[config.mk]
export PLATFORM = sky130hd
export DESIGN_NAME = ps2_key_decoder
export DESIGN_NICKNAME = d
export VERILOG_FILES = /design/src/rtl/ps2_key_decoder.sv
export SDC_FILE = /design/constraint.sdc
export NUM_CORES = 1
export LEC_CHECK = 0
export ABC_CLOCK_PERIOD_IN_PS = 2200
export CORE_ASPECT_RATIO = 0.6
export CORE_MARGIN = 2
export CORE_UTILIZATION = 30
export CTS_CLUSTER_DIAMETER = 100
export DETAILED_ROUTE_END_ITERATION = 16
export SETUP_SLACK_MARGIN = 0.4
export SYNTH_ARGS = -nofsm -noshare
export SYNTH_HDL_FRONTEND = slang
export SYNTH_SLANG_ARGS = --single-unit
[constraint.sdc]
create_clock -name clk -period 2.2 [get_ports clk]
set_input_delay 0.44 -clock clk [delete_from_list [all_inputs] [get_ports clk]]
set_output_delay 0.44 -clock clk [all_outputs]
set_load 0.02 [all_outputs]
[src/rtl/ps2_key_decoder.sv]
`default_nettype none
// +--------------------------------------------------------------------------+
// | Module      : ps2_key_decoder                                            |
// | Description : Scan-code set 2 parser that turns PS/2 byte strobes into   |
// |               steady left/right/jump held levels plus a change pulse.    |
// |               Handles make codes, F0 break, E0 extended and the E1 Pause |
// |               sequence, with a timeout that abandons stalled prefixes.   |
// |               Optional macro PS2_WASD_EN adds A/D/W as extra sources.    |
// | Revision    : 1.0 - initial release                                      |
// +--------------------------------------------------------------------------+
module ps2_key_decoder #(
   parameter int PREFIX_TIMEOUT = 2_000_000,
   parameter int CNT_W          = $clog2(PREFIX_TIMEOUT + 1)
) (
   input  logic       clk,
   input  logic       rst,
   input  logic [7:0] rx_data,
   input  logic       rx_valid,
   input  logic       rx_err,
   output logic       left,
   output logic       right,
   output logic       jump,
   output logic       key_event
);

   // Parser states
   localparam logic [2:0] ST_IDLE       = 3'd0;
   localparam logic [2:0] ST_EXT        = 3'd1;
   localparam logic [2:0] ST_BRK        = 3'd2;
   localparam logic [2:0] ST_EXT_BRK    = 3'd3;
   localparam logic [2:0] ST_PAUSE_SKIP = 3'd4;

   // Prefix bytes
   localparam logic [7:0] CODE_EXT   = 8'hE0;
   localparam logic [7:0] CODE_BRK   = 8'hF0;
   localparam logic [7:0] CODE_PAUSE = 8'hE1;

   // Mapped key codes (arrows are extended, the rest are not)
   localparam logic [7:0] CODE_LEFT  = 8'h6B;
   localparam logic [7:0] CODE_RIGHT = 8'h74;
   localparam logic [7:0] CODE_UP    = 8'h75;
   localparam logic [7:0] CODE_SPACE = 8'h29;
`ifdef PS2_WASD_EN
   localparam logic [7:0] CODE_A     = 8'h1C;
   localparam logic [7:0] CODE_D     = 8'h23;
   localparam logic [7:0] CODE_W     = 8'h1D;
`endif

   // Bytes still to swallow after E1 (E1 itself excluded)
   localparam logic [2:0]       PAUSE_LEN   = 3'd7;
   localparam logic [CNT_W-1:0] TIMEOUT_VAL = CNT_W'(PREFIX_TIMEOUT);

   logic [2:0]       state_q, state_d;
   logic [CNT_W-1:0] cnt_q,   cnt_d;
   logic [2:0]       skip_q,  skip_d;

   // Per-source held bits
   logic arrow_left_q,  arrow_left_d;
   logic arrow_right_q, arrow_right_d;
   logic arrow_up_q,    arrow_up_d;
   logic space_q,       space_d;
`ifdef PS2_WASD_EN
   logic wasd_a_q, wasd_a_d;
   logic wasd_d_q, wasd_d_d;
   logic wasd_w_q, wasd_w_d;
`endif

   // Registered outputs
   logic left_q,  left_d;
   logic right_q, right_d;
   logic jump_q,  jump_d;
   logic key_event_q, key_event_d;

   logic accept;
   logic code_done;
   logic code_ext;
   logic code_brk;

   // Prefix parser: tracks where we are in a multi-byte code and the stall timer
   always_comb begin
      accept    = rx_valid & ~rx_err;
      state_d   = state_q;
      cnt_d     = cnt_q;
      skip_d    = skip_q;
      code_done = 1'b0;
      code_ext  = 1'b0;
      code_brk  = 1'b0;

      if (rx_err) begin
         // A corrupted byte makes the rest of the sequence untrustworthy
         state_d = ST_IDLE;
         cnt_d   = '0;
         skip_d  = '0;
      end else if (accept) begin
         // A byte always wins over a simultaneous timeout
         cnt_d = '0;
         case (state_q)
            ST_IDLE: begin
               if (rx_data == CODE_EXT) begin
                  state_d = ST_EXT;
               end else if (rx_data == CODE_BRK) begin
                  state_d = ST_BRK;
               end else if (rx_data == CODE_PAUSE) begin
                  state_d = ST_PAUSE_SKIP;
                  skip_d  = PAUSE_LEN;
               end else begin
                  code_done = 1'b1;
               end
            end
            ST_EXT: begin
               if (rx_data == CODE_BRK) begin
                  state_d = ST_EXT_BRK;
               end else begin
                  code_done = 1'b1;
                  code_ext  = 1'b1;
                  state_d   = ST_IDLE;
               end
            end
            ST_BRK: begin
               code_done = 1'b1;
               code_brk  = 1'b1;
               state_d   = ST_IDLE;
            end
            ST_EXT_BRK: begin
               code_done = 1'b1;
               code_ext  = 1'b1;
               code_brk  = 1'b1;
               state_d   = ST_IDLE;
            end
            ST_PAUSE_SKIP: begin
               // Pause has no break code; its bytes are consumed silently
               skip_d = skip_q - 3'd1;
               if (skip_q <= 3'd1) begin
                  state_d = ST_IDLE;
                  skip_d  = '0;
               end
            end
            default: begin
               state_d = ST_IDLE;
            end
         endcase
      end else if (state_q != ST_IDLE) begin
         if (cnt_q == TIMEOUT_VAL) begin
            state_d = ST_IDLE;
            cnt_d   = '0;
            skip_d  = '0;
         end else begin
            cnt_d = cnt_q + CNT_W'(1);
         end
      end else begin
         cnt_d = '0;
      end
   end

   // Key map: completed codes set or clear the matching source held bit
   always_comb begin
      arrow_left_d  = arrow_left_q;
      arrow_right_d = arrow_right_q;
      arrow_up_d    = arrow_up_q;
      space_d       = space_q;
`ifdef PS2_WASD_EN
      wasd_a_d      = wasd_a_q;
      wasd_d_d      = wasd_d_q;
      wasd_w_d      = wasd_w_q;
`endif

      if (code_done) begin
         if (code_ext) begin
            case (rx_data)
               CODE_LEFT:  arrow_left_d  = ~code_brk;
               CODE_RIGHT: arrow_right_d = ~code_brk;
               CODE_UP:    arrow_up_d    = ~code_brk;
               default:    ;
            endcase
         end else begin
            case (rx_data)
               CODE_SPACE: space_d  = ~code_brk;
`ifdef PS2_WASD_EN
               CODE_A:     wasd_a_d = ~code_brk;
               CODE_D:     wasd_d_d = ~code_brk;
               CODE_W:     wasd_w_d = ~code_brk;
`endif
               default:    ;
            endcase
         end
      end
   end

   // Output levels are the OR of their sources; the pulse flags any level change
   always_comb begin
`ifdef PS2_WASD_EN
      left_d  = arrow_left_d  | wasd_a_d;
      right_d = arrow_right_d | wasd_d_d;
      jump_d  = arrow_up_d    | space_d | wasd_w_d;
`else
      left_d  = arrow_left_d;
      right_d = arrow_right_d;
      jump_d  = arrow_up_d | space_d;
`endif
      key_event_d = (left_d != left_q) | (right_d != right_q) | (jump_d != jump_q);
   end

   // State registers
   always_ff @(posedge clk) begin
      if (rst) begin
         state_q       <= ST_IDLE;
         cnt_q         <= '0;
         skip_q        <= '0;
         arrow_left_q  <= 1'b0;
         arrow_right_q <= 1'b0;
         arrow_up_q    <= 1'b0;
         space_q       <= 1'b0;
`ifdef PS2_WASD_EN
         wasd_a_q      <= 1'b0;
         wasd_d_q      <= 1'b0;
         wasd_w_q      <= 1'b0;
`endif
         left_q        <= 1'b0;
         right_q       <= 1'b0;
         jump_q        <= 1'b0;
         key_event_q   <= 1'b0;
      end else begin
         state_q       <= state_d;
         cnt_q         <= cnt_d;
         skip_q        <= skip_d;
         arrow_left_q  <= arrow_left_d;
         arrow_right_q <= arrow_right_d;
         arrow_up_q    <= arrow_up_d;
         space_q       <= space_d;
`ifdef PS2_WASD_EN
         wasd_a_q      <= wasd_a_d;
         wasd_d_q      <= wasd_d_d;
         wasd_w_q      <= wasd_w_d;
`endif
         left_q        <= left_d;
         right_q       <= right_d;
         jump_q        <= jump_d;
         key_event_q   <= key_event_d;
      end
   end

   assign left      = left_q;
   assign right     = right_q;
   assign jump      = jump_q;
   assign key_event = key_event_q;

endmodule
`default_nettype wire

==> out/results.md <==
| Stage | Quantity | Value |
| --- | --- | --- |
| yosys | Async S/R FF share, synth | 0 |
| global routing | Total routing usage reported by global routing | 0.144 |
| finish | Filler cell count | 561 |
| placement | Worst setup slack before clock tree synthesis | -82.3 ps |
| setup path | Data required time of the critical path | 2420 ps |
| drt | Total length of routed wires | 4280 um |
| floorplan | Die width | 103 um |
| floorplan | Placement row count | 21 |
| yosys | Total standard cell area after synthesis | 1760 sq um |
| global routing | Largest net degree at the start of global routing | 22 |
| sta | Worst hold slack across all endpoints | 485 ps |
| finish | Proportion of layout cells with a drive suffix above 1 | 0.248 |
| min path | HP Class | reg2reg |
| drt | Routed via count | 1638 |
| floorplan | Placeable Area | 5620 sq um |
| yosys | Total of flip-flops plus latches after synthesis | 33 |
| clocking | CTS sink cnt | 33 |
| yosys | Number of distinct library cell variants in the gate-level netlist after synthesis | 46 |
| floorplan | Die area | 6510 sq um |
| setup path | Register-to-register setup slack | 320 ps |
| sta | Portion of the clock cycle consumed by the worst path in the final layout | 0.853 |
| finish | Post-synthesis to final-layout area growth | 35.6% |
| finish | Layout net count | 269 |
| finish | Diode insertion count for antenna repair | 0 |
| setup path | Worst reg2reg path endpoint | state_q[2] |
| yosys | Number of flops mapped to enable cells by yosys | 0 |
| floorplan | Effective utilization at floorplan | 0.313 |
| sta | Minimum setup slack in the final design | 323 ps |
| setup path | Sort of element at the end of the critical path | register |
| floorplan | Number of I/O pins | 16 |
| clocking | Skew-Pair Late Insertion Delay | 280 ps |
| drt | Remaining DRCs | 0 |
| min path | Hold Path Origin | skip_q[0] |
| sta | Setup clock skew after layout | 5.70 ps |
| yosys | Synthesis warning total | 0 |
| global routing | First-pass GRT wire length | 7250 um |
| yosys | Most frequently used cell type in the post-synthesis netlist | nor2_1 |
| setup path | Worst reg-to-reg path cell count | 7 |
| drt | Post-DRT Antenna Nets | 0 |
| placement | Weighted congestion reported at the end of routability-driven placement | 0.820 |
| setup path | Largest fanout on the critical path | 2 |
| placement | HPWL after detailed placement | 3090 um |
| drt | DRC marker count from the first detailed-route iteration | 91 |
| setup path | CP Launch Point | cnt_q[1] |
| clocking | Hold bufs inserted after CTS | 0 |
| yosys | Cell types with the largest area share after synthesis | dfxtp_1, nor2_1, xor2_1 |
| sta | Worst Tran Pin Value | 619 ps |
| drt | Drt pass-1 iters | 4 |
| yosys | Commonest cells post-synth | nor2_1, dfxtp_1, nand3_1, nand2_1, xor2_1 |
| sta | # setup viols final | 0 |
| sta | Upper clock frequency limit | 533 MHz |
| drt | Routed wire length per instance | 12.8 um |
| clocking | CTS tree | yes |
| clocking | Maximum clock insertion buffer count | 2 |
| clocking | Maximum level of the CTS H-tree | 2 |
| setup path | Reg-to-reg startpoint | cnt_q[1] |
| sta | Slew margin rel. | 0.584 |
| global routing | Grt ovf | 0 |
| clocking | Clk slew on worst S/H paths | 70 ps |
| global routing | Via count of the first global-routing pass | 1487 |
| yosys | Synth Flop Type | dfxtp_1 |
| placement | Placed Instance Area | 2120 sq um |
| yosys | Area share of the leading cell type in the synthesized netlist | 0.376 |
| yosys | Gate Count Post-Synth | 218 |
| sta | Hold Violations, Final | 0 |
| pwr | Total power divided by cell area | 474 nW/um^2 |
| sta | Clock period minus worst slack | 1880 ps |
| placement | Number of buffers inserted by port buffering | 15 |
| yosys | Mapped Nets | 233 |
| clocking | Clock Root Buffer | clkbuf_8 |
| yosys | Sequential-to-total area share from yosys stat | 0.376 |
| sta | Setup repair after global routing missed its margin | yes |
| finish | Footprint of the multi-input gates | 1160 sq um |
| finish | Final design area excluding fillers | 2390 sq um |
| setup path | Critical Setup Path Class | reg2reg |
| yosys | Cell taking the most area after synthesis | dfxtp_1 |
| floorplan | Die height | 63.3 um |
| job | Max cap viols | 0 |
| drt | Post-detailed-route via-to-cell ratio | 4.90 |
| pwr | Leakage | 0.841 nW |
| setup path | CP Launch Type | register |
| global routing | Initial antenna violation count | 0 |
| run status | Outcome | finished, final reports clean |
| setup path | Capture point of the worst path | state_q[2] |
| finish | Area taken by flip-flops and latches | 671 sq um |
| sta | Max-slew violation count | 0 |
| setup path | Worst Path Arrival | 2100 ps |
| clocking | Number of clock buffers inserted by TritonCTS | 5 |
| pwr | Worst VDD drop | 0.213 mV |
| yosys | Synthesized area per cell | 8.07 sq um |
| sta | Accumulated negative setup slack | 0 ps |
-- metrics by stage --
stage          instances  utilization  total power [mW]
6_report             334        0.424              1.13
5_1_grt              334        0.424              1.18
4_1_cts              333        0.403              1.14
3_5_place_dp         324        0.377             0.677
3_3_place_gp         324        0.377             0.678
2_1_floorplan        218            -             0.631
-- power breakdown --
group          internal (mW)  total, mW  switching (mW)
logic                 0.0375     0.0706          0.0331
registers              0.595      0.595        0.000119
clock network          0.248      0.465           0.216
-- repair_timing --
action / CTS / global route
cloned: 0 / 0
setup buffers: 2 / 1
resized for setup: 17 / 30
endpoints found under the setup margin: 12 / 14
pin swaps: 8 / 9
-- routing by layer --
metal	wire length (um)	vias up	share of wire	global-route usage
met3	149	5	0.035	0.0411
li1	-	845	-	-
met4	42	0	0.0098	0.0444
met1	2470	758	0.58	0.236
met2	1620	30	0.38	0.173
met5	0	-	0	0
-- sequential cells by signal (all words and copies together) (netlist names) --
register,cells
key_event,1
state_q,3
space_q,1
left,1
skip_q,3
jump,1
cnt_q,21
arrow_up_q,1
right,1
-- final cells by class --
type                    instances  share of cell area
multi-input cells             168               0.487
flip-flops and latches         33               0.281
repair buffers                 36               0.137
well taps                      80              0.0420
clock buffers                   7              0.0362
inverters                      10              0.0168
-- worst max-delay path, cell delays in order, from the launching register on --
cell	delay (ps)
dfxtp_4	350
inv_4	50
ha_4	120
nand2_2	40
or3_4	320
or4_4	550
a211o_1	280
a21oi_2	110
-- cells by family after synthesis --
family                   after synthesis  share of synthesized area
AND/OR/NAND/NOR                      119                      0.357
flip-flops                            33                      0.376
AO/OA/AOI/OAI                         25                      0.102
XOR/XNOR                              19                     0.0946
buffers and inverters                 17                     0.0377
adder cells (fa/ha/maj)                3                     0.0213
multiplexers                           2                     0.0114
-- layout by cell type, fill, tap and decap left out, types with 3 or more instances in the layout --
cell type        synthesis  layout
and4_1                   4       3
nor2b_1                  4       3
nand3_2                  1       6
nor2_1                  38      37
a21oi_2                  1       4
clkbuf_8                 0       6
nand2_1                 15      13
buf_4                    0      20
o21ai_0                  3       3
dfxtp_1                 33      29
clkdlybuf4s50_1          0       4
inv_1                   10       8
xor2_1                  11      11
nand3_1                 16      11
dlymetal6s2s_1           0       8
dlygate4sd2_1            0       3
nor3_1                   4       3
nand4_1                  9       9
xnor2_1                  8       8
nor4_1                   4       3
-- worst min path at each step --
stage | endpoint | depth (start not counted)
after CTS | skip_q[0] | 2
after global routing | skip_q[1] | 2
after floorplan | cnt_q[0] | 1
after global placement | cnt_q[0] | 1
final | skip_q[0] | 2
after detailed placement | cnt_q[0] | 1
(Power assumes the default switching activity.)
